File: src/rtl/maze_level_engine.sv
// One parametrised maze level: tick generator, player movement with rectangle collision,
// death/respawn and win handling, and registered 4-bit RGB for the current VGA pixel.
//
// state  | meaning
// S_PLAY | switches move the player one step per tick
// S_DEAD | collision happened; wait DEAD_TICKS ticks, then respawn at start
// S_WIN  | player box inside finish zone; frozen until reset
module maze_level_engine #(
    parameter int                      NUM_RECTS   = 4,
    parameter logic [NUM_RECTS*10-1:0] RECT_X      = {10'd80,  10'd280, 10'd0,   10'd0},
    parameter logic [NUM_RECTS*10-1:0] RECT_Y      = {10'd20,  10'd220, 10'd220, 10'd90},
    parameter logic [NUM_RECTS*10-1:0] RECT_W      = {10'd160, 10'd340, 10'd320, 10'd50},
    parameter logic [NUM_RECTS*10-1:0] RECT_H      = {10'd100, 10'd35,  10'd35,  10'd300},
    parameter int                      START_X     = 13,
    parameter int                      START_Y     = 230,
    parameter int                      START_W     = 50,
    parameter int                      START_H     = 300,
    parameter int                      START_RX    = 0,
    parameter int                      START_RY    = 90,
    parameter int                      FIN_X       = 570,
    parameter int                      FIN_Y       = 220,
    parameter int                      FIN_W       = 50,
    parameter int                      FIN_H       = 35,
    parameter int                      PLAYER_SIZE = 25,
    parameter int                      STEP        = 5,
    parameter int                      TICK_DIV    = 416667,
    parameter int                      DEAD_TICKS  = 30
) (
    input  logic       pixel_clk,
    input  logic       resetSwitch,
    input  logic [9:0] col,
    input  logic [8:0] row,
    input  logic [3:0] switches,
    output logic [3:0] red,
    output logic [3:0] green,
    output logic [3:0] blue,
    output logic       level_done,
    output logic [7:0] death_count
);

    localparam int TW = $clog2(TICK_DIV);
    localparam int DW = $clog2(DEAD_TICKS + 1);

    localparam logic [9:0]        X0     = 10'(START_X);
    localparam logic [9:0]        Y0     = 10'(START_Y);
    localparam logic [9:0]        PS10   = 10'(PLAYER_SIZE);
    localparam logic signed [11:0] PS_S   = 12'(PLAYER_SIZE);
    localparam logic signed [11:0] STEP_S = 12'(STEP);

    typedef enum logic [1:0] {
        S_PLAY = 2'd0,
        S_DEAD = 2'd1,
        S_WIN  = 2'd2
    } state_t;

    state_t          r_state;
    logic [9:0]      r_x;
    logic [9:0]      r_y;
    logic [TW-1:0]   r_tick_cnt;
    logic [DW-1:0]   r_dead_cnt;
    logic [7:0]      r_death_cnt;
    logic            r_level_done;
    logic [11:0]     r_rgb;

    logic            w_tick;
    logic            w_dead_last;
    logic            w_move;
    logic signed [11:0] w_nx;
    logic signed [11:0] w_ny;
    logic            w_fit;
    logic            w_legal;
    logic            w_finish;
    logic [10:0]     w_c;
    logic [10:0]     w_r;
    logic            w_in_player;
    logic            w_in_fin;
    logic            w_in_start;
    logic            w_in_rect;
    logic [11:0]     w_rgb;

    // Inclusive containment of the candidate player box inside a zone.
    function automatic logic box_fits(input logic signed [11:0] px,
                                      input logic signed [11:0] py,
                                      input logic [9:0]         zx,
                                      input logic [9:0]         zy,
                                      input logic [9:0]         zw,
                                      input logic [9:0]         zh);
        logic signed [11:0] lx, ly, hx, hy;
        lx = signed'({2'b00, zx});
        ly = signed'({2'b00, zy});
        hx = lx + signed'({2'b00, zw});
        hy = ly + signed'({2'b00, zh});
        return (px >= lx) && (px + PS_S <= hx) && (py >= ly) && (py + PS_S <= hy);
    endfunction

    function automatic logic in_span(input logic [10:0] p,
                                     input logic [9:0]  lo,
                                     input logic [9:0]  len);
        return (p >= {1'b0, lo}) && (p < ({1'b0, lo} + {1'b0, len}));
    endfunction

    assign w_tick      = (r_tick_cnt == TW'(TICK_DIV - 1));
    assign w_dead_last = (r_dead_cnt == DW'(DEAD_TICKS - 1));

    always_comb begin
        w_nx   = signed'({2'b00, r_x});
        w_ny   = signed'({2'b00, r_y});
        w_move = |switches;
        if (switches[3]) begin
            w_nx = signed'({2'b00, r_x}) - STEP_S;
        end else if (switches[2]) begin
            w_ny = signed'({2'b00, r_y}) - STEP_S;
        end else if (switches[1]) begin
            w_ny = signed'({2'b00, r_y}) + STEP_S;
        end else if (switches[0]) begin
            w_nx = signed'({2'b00, r_x}) + STEP_S;
        end

        w_fit = 1'b0;
        for (int i = 0; i < NUM_RECTS; i++) begin
            if (box_fits(w_nx, w_ny, RECT_X[10*i +: 10], RECT_Y[10*i +: 10],
                         RECT_W[10*i +: 10], RECT_H[10*i +: 10])) begin
                w_fit = 1'b1;
            end
        end
        w_legal  = !w_nx[11] && !w_ny[11] && w_fit;
        w_finish = box_fits(w_nx, w_ny, 10'(FIN_X), 10'(FIN_Y), 10'(FIN_W), 10'(FIN_H));
    end

    always_ff @(posedge pixel_clk or negedge resetSwitch) begin
        if (!resetSwitch) begin
            r_state      <= S_PLAY;
            r_x          <= X0;
            r_y          <= Y0;
            r_tick_cnt   <= '0;
            r_dead_cnt   <= '0;
            r_death_cnt  <= '0;
            r_level_done <= 1'b0;
        end else begin
            r_tick_cnt   <= w_tick ? '0 : r_tick_cnt + 1'b1;
            r_level_done <= (r_state == S_WIN);
            if (w_tick) begin
                case (r_state)
                    S_PLAY: begin
                        if (w_move) begin
                            if (w_legal) begin
                                r_x <= w_nx[9:0];
                                r_y <= w_ny[9:0];
                                if (w_finish) begin
                                    r_state <= S_WIN;
                                end
                            end else begin
                                if (r_death_cnt != 8'hFF) begin
                                    r_death_cnt <= r_death_cnt + 8'd1;
                                end
                                r_dead_cnt <= '0;
                                r_state    <= S_DEAD;
                            end
                        end
                    end
                    S_DEAD: begin
                        if (w_dead_last) begin
                            r_x     <= X0;
                            r_y     <= Y0;
                            r_state <= S_PLAY;
                        end else begin
                            r_dead_cnt <= r_dead_cnt + 1'b1;
                        end
                    end
                    default: begin
                    end
                endcase
            end
        end
    end

    // Pixel sums are 11 bits wide so zones near the right edge never wrap.
    always_comb begin
        w_c         = {1'b0, col};
        w_r         = {2'b00, row};
        w_in_player = in_span(w_c, r_x, PS10) && in_span(w_r, r_y, PS10);
        w_in_fin    = in_span(w_c, 10'(FIN_X), 10'(FIN_W)) && in_span(w_r, 10'(FIN_Y), 10'(FIN_H));
        w_in_start  = in_span(w_c, 10'(START_RX), 10'(START_W))
                   && in_span(w_r, 10'(START_RY), 10'(START_H));
        w_in_rect   = 1'b0;
        for (int i = 0; i < NUM_RECTS; i++) begin
            if (in_span(w_c, RECT_X[10*i +: 10], RECT_W[10*i +: 10])
                && in_span(w_r, RECT_Y[10*i +: 10], RECT_H[10*i +: 10])) begin
                w_in_rect = 1'b1;
            end
        end

        if (w_in_player) begin
            case (r_state)
                S_DEAD:  w_rgb = 12'hF00;
                S_WIN:   w_rgb = 12'hFF0;
                default: w_rgb = 12'hF0F;
            endcase
        end else if (w_in_fin) begin
            w_rgb = 12'hF00;
        end else if (w_in_start) begin
            w_rgb = 12'h0F0;
        end else if (w_in_rect) begin
            w_rgb = 12'hFFF;
        end else begin
            w_rgb = 12'h000;
        end
    end

    always_ff @(posedge pixel_clk or negedge resetSwitch) begin
        if (!resetSwitch) begin
            r_rgb <= '0;
        end else begin
            r_rgb <= w_rgb;
        end
    end

    assign red         = r_rgb[11:8];
    assign green       = r_rgb[7:4];
    assign blue        = r_rgb[3:0];
    assign level_done  = r_level_done;
    assign death_count = r_death_cnt;

endmodule

File: config.mk
export PLATFORM = sky130hd
export DESIGN_NAME = maze_level_engine
export DESIGN_NICKNAME = d
export VERILOG_FILES = /design/src/rtl/maze_level_engine.sv
export SDC_FILE = /design/constraint.sdc
export NUM_CORES = 1
export LEC_CHECK = 0
export CAP_MARGIN = 20
export CORE_MARGIN = 5
export CORE_UTILIZATION = 45
export DETAILED_ROUTE_END_ITERATION = 10
export PLACE_DENSITY = 0.75
export SKIP_LAST_GASP = 1
export SLEW_MARGIN = 20
export SYNTH_ARGS = -nofsm -noshare
export SYNTH_HDL_FRONTEND = slang
export SYNTH_SLANG_ARGS = --single-unit
export TNS_END_PERCENT = 100
File: constraint.sdc
create_clock -name pixel_clk -period 3.9 [get_ports pixel_clk]
set_input_delay 0.78 -clock pixel_clk [delete_from_list [all_inputs] [get_ports pixel_clk]]
set_output_delay 0.78 -clock pixel_clk [all_outputs]
set_load 0.02 [all_outputs]
==> flow_metrics.tcl, run 1 <==
set metrics [dict create \
    status "finished, violations left" \
    violations "setup timing" \
    synth_enable_flop_cells 0 \
    finalMaxSlewViolations 0 \
    slew_headroom_pct 37.48 \
    rsz0062_at_grt "yes" \
    grt_use_total_pct 23.29 \
    ys_warn_count 0 \
    syn-num-nets 842 \
    drtAntennaViolNets 0 \
    hold_viol_final 0 \
    drt_iter0_markers 587 \
    layout-drive-gt1-share_pct 36.25 \
    dr.pass1.iters 6 \
    fmax_mhz 245.6 \
    routedWlPerCell_um 17.88 \
    fillers 979 \
    grt_max_degree 44 \
    timing_worst_setup_path_type "reg -> reg" \
    regArea_um2 1461 \
    netlist.area_leader.share_pct 20.10 \
    ys_types 85 \
    critPathMaxStageDelay_ns 0.56 \
    synthToLayoutAreaGrowth_pct 51.62 \
    vdd_drop_max_uv 176.6 \
    antenna_cells 0 \
    die_w_um 127.6 \
    gp_congestion 1.012 \
    slowest_stage "dfstp_2" \
    io_buffers 45 \
    mostFrequentLayoutCell "buf_4" \
    die_y_um 127.6 \
    drc 0 \
    finClkSkew_ns 0.007287 \
    synthCells 761 \
    mostFrequentLayoutCells "160 x buf_4, 60 x nand2_1, 54 x nor2_1, 50 x dfrtp_1, 49 x ha_1" \
    finalSetupViolCount 29 \
    fin_total_pwr_mw 1.868 \
    final.min_clock_period_ns 4.072 \
    hp-class "reg -> reg" \
    pin_count 46 \
    antenna_found_initial 0 \
    cts_made_buffers 9 \
    timing.max_cap.violations 0 \
    fin_util_pct 68.79 \
    synth_area_leader_cell "dfrtp_1" \
    start_util_pct 45.37 \
    num_rows 43 \
    grt_pass1_vias 6531 \
    period_share_pct 104.4 \
    cts.clk_slew.worst_paths_ns 0.06 \
    vias_per_cell 5.884 \
    grt_overflow 0 \
    hpwlAfterDp_um 13700 \
    worst_pin_slew_ns 0.9292 \
    fin_setup_tns_ns -2.513 \
    totalWireLength_um 20580 \
    worst-path-buf-inv 4 \
    cts_root_buf "clkbuf_16" \
    die_area_um2 16280 \
    synth_ff_type "dfrtp_1" \
    cts_num_sinks 58 \
    cp_cell_sequence "inv_4 > ha_4 > buf_6 > nand2b_4 > o211ai_1 > ha_2 > buf_6 > and3_4 > o211a_1 > a211oi_4 > nor4_4 > or4_4 > a211oi_2 > o21a_2 > buf_6 > o31ai_4 > or2_4 > o31a_1" \
    yosys-top-cells-area "dfrtp_1 20%, ha_1 11%, xnor2_1 7.2%" \
    critical-path-top-delay-family "compound AO/OA/AOI/OAI gates" \
    setup_slack_ns -0.1719 \
    p_leak_nw 4.027 \
    cp.required_ns 4.16 \
    endpoint_kind "flip-flop" \
    h-tree-depth 3 \
    cts_tree "built" \
    async_flop_share_pct 100.0 \
    crit_path_max_fanout 7 \
    avgSynthCellArea_um2 8.180 \
    synth-seq-cells 58 \
    crit_path_frequent_cell "buf_6" \
    start_kind "flip-flop" \
    whs_ns 0.4839 \
    finish.net_count 1047 \
    seq_area_frac_synth_pct 23.48 \
    multi_input_area_um2 5229 \
    routed-via-count 6773 \
    pwr_density_cell_nw_per_um2 197.9 \
    core_um2 13720 \
    grt_pass1_wl_um 31310 \
    ctsLongestPathBuffers 2 \
    crit_arrival_ns 4.33 \
    netlist_area_um2 6225 \
    clk_latency_ns 0.33 \
]
[Yosys cell counts (all sizes together) (13+ instances only)]
cell type and n:
a21oi 33, and3 13, buf 22, clkbuf 22
dfrtp 50, ha 56, inv 32, nand2 62
nand3 33, nand4 20, nor2 60, nor2b 16
nor3 19, o21a 21, o21ai 31, o31ai 14
xnor2 53, xor2 14
[per-stage QoR]
step / area, um^2 / setup slack, ns / cells
final: 9438 / -0.1719 / 1151
after global routing: 9438 / -0.2785 / 1151
after CTS: 8815 / -0.1060 / 1135
after detailed placement: 8015 / -0.9788 / 1099
after global placement: 8015 / -0.8154 / 1099
after floorplan: 6359 / -0.1312 / 761
[per-layer routing]
| metal | routed length, um | vias to the layer above | track usage (%) |
|---|---|---|---|
| met3 | 1176 | 54 | 3.428 |
| met2 | 10150 | 274 | 39.02 |
| met5 | 0 | - | 0 |
| li1 | - | 3203 | - |
| met4 | 653 | 0 | 9.363 |
| met1 | 8597 | 3242 | 30.22 |
[timing repair]
| action | CTS | global route |
|---|---|---|
| hold buffers | 0 | 0 |
| gates cloned | 1 | 1 |
| resized for setup | 78 | 103 |
| buffers inserted | 20 | 20 |
| endpoints found under the setup margin | 35 | 35 |
| pin swaps | 36 | 46 |
[sequential cells by signal (all words and copies together), names as in the netlist]
signal,flops
r_tick_cnt,19
r_dead_cnt,5
r_state,2
r_rgb,3
level_done,1
r_y,10
death_count,8
r_x,10
[cell families (layout without fill, tap and decap cells)]
logic type,count (synthesis),count (layout),share of synthesized area [%]
buffers and inverters,79,289,5.688
DFF,58,58,23.48
adders and majority gates,56,56,11.26
xor gates and xnor gates,67,67,9.668
AOI/OAI and AO/OA,187,187,20.92
muxes,15,15,2.553
and+or+nand+nor,299,299,26.43
[worst paths after layout]
| kind | startpoint | endpoint | slack, ns | cells past startpoint |
|---|---|---|---|---|
| worst min register to register | r_tick_cnt[0]$_DFF_PN0_ | r_tick_cnt[0]$_DFF_PN0_ | 0.48 | 1 |
| max in group asynchronous | resetSwitch | r_x[2]$_DFFE_PN1P_ | 2.44 | 2 |
| worst min-delay path | r_tick_cnt[0]$_DFF_PN0_ | r_tick_cnt[0]$_DFF_PN0_ | 0.48 | 1 |
| worst max register to register | r_x[0]$_DFFE_PN1P_ | r_x[0]$_DFFE_PN1P_ | -0.17 | 18 |
| worst max-delay path | r_x[0]$_DFFE_PN1P_ | r_x[0]$_DFFE_PN1P_ | -0.17 | 18 |
| min in group asynchronous | resetSwitch | r_rgb[7]$_DFF_PN0_ | 0.59 | 1 |
[worst reg2reg max path: cells and delay by family, from the launching register on]
kind,cells,cell delay (ns)
compound gates,7,1.36
simple gates,5,1.18
flops,1,0.56
fa+ha+maj,2,0.49
buf+inv,4,0.40
[layout make-up]
class                   count  share of cell area, %
well taps                 180                  2.386
repair buffers            238                  21.78
clock inverters             6                 0.9413
flip-flops and latches     58                  15.48
clock buffers              10                  2.532
inverters                  35                  1.472
multi-input cells         624                  55.40
[where the power goes]
group | internal [mW] | switching (mW) | total [mW]
logic | 0.193 | 0.193 | 0.387
clock network | 0.577 | 0.297 | 0.874
registers | 0.605 | 0.00237 | 0.607
(Power assumes the default switching activity.)
==> inputs of run 2 (changes only) <==
--- a/config.mk
+++ b/config.mk
@@ -9,6 +9,7 @@
 export CORE_MARGIN = 5
 export CORE_UTILIZATION = 45
 export DETAILED_ROUTE_END_ITERATION = 10
+export GPL_ROUTABILITY_DRIVEN = 0
 export PLACE_DENSITY = 0.75
 export SKIP_LAST_GASP = 1
 export SLEW_MARGIN = 20
==> results of run 2 <==
Final layout, timing and power as in run 1 (identical DEF).
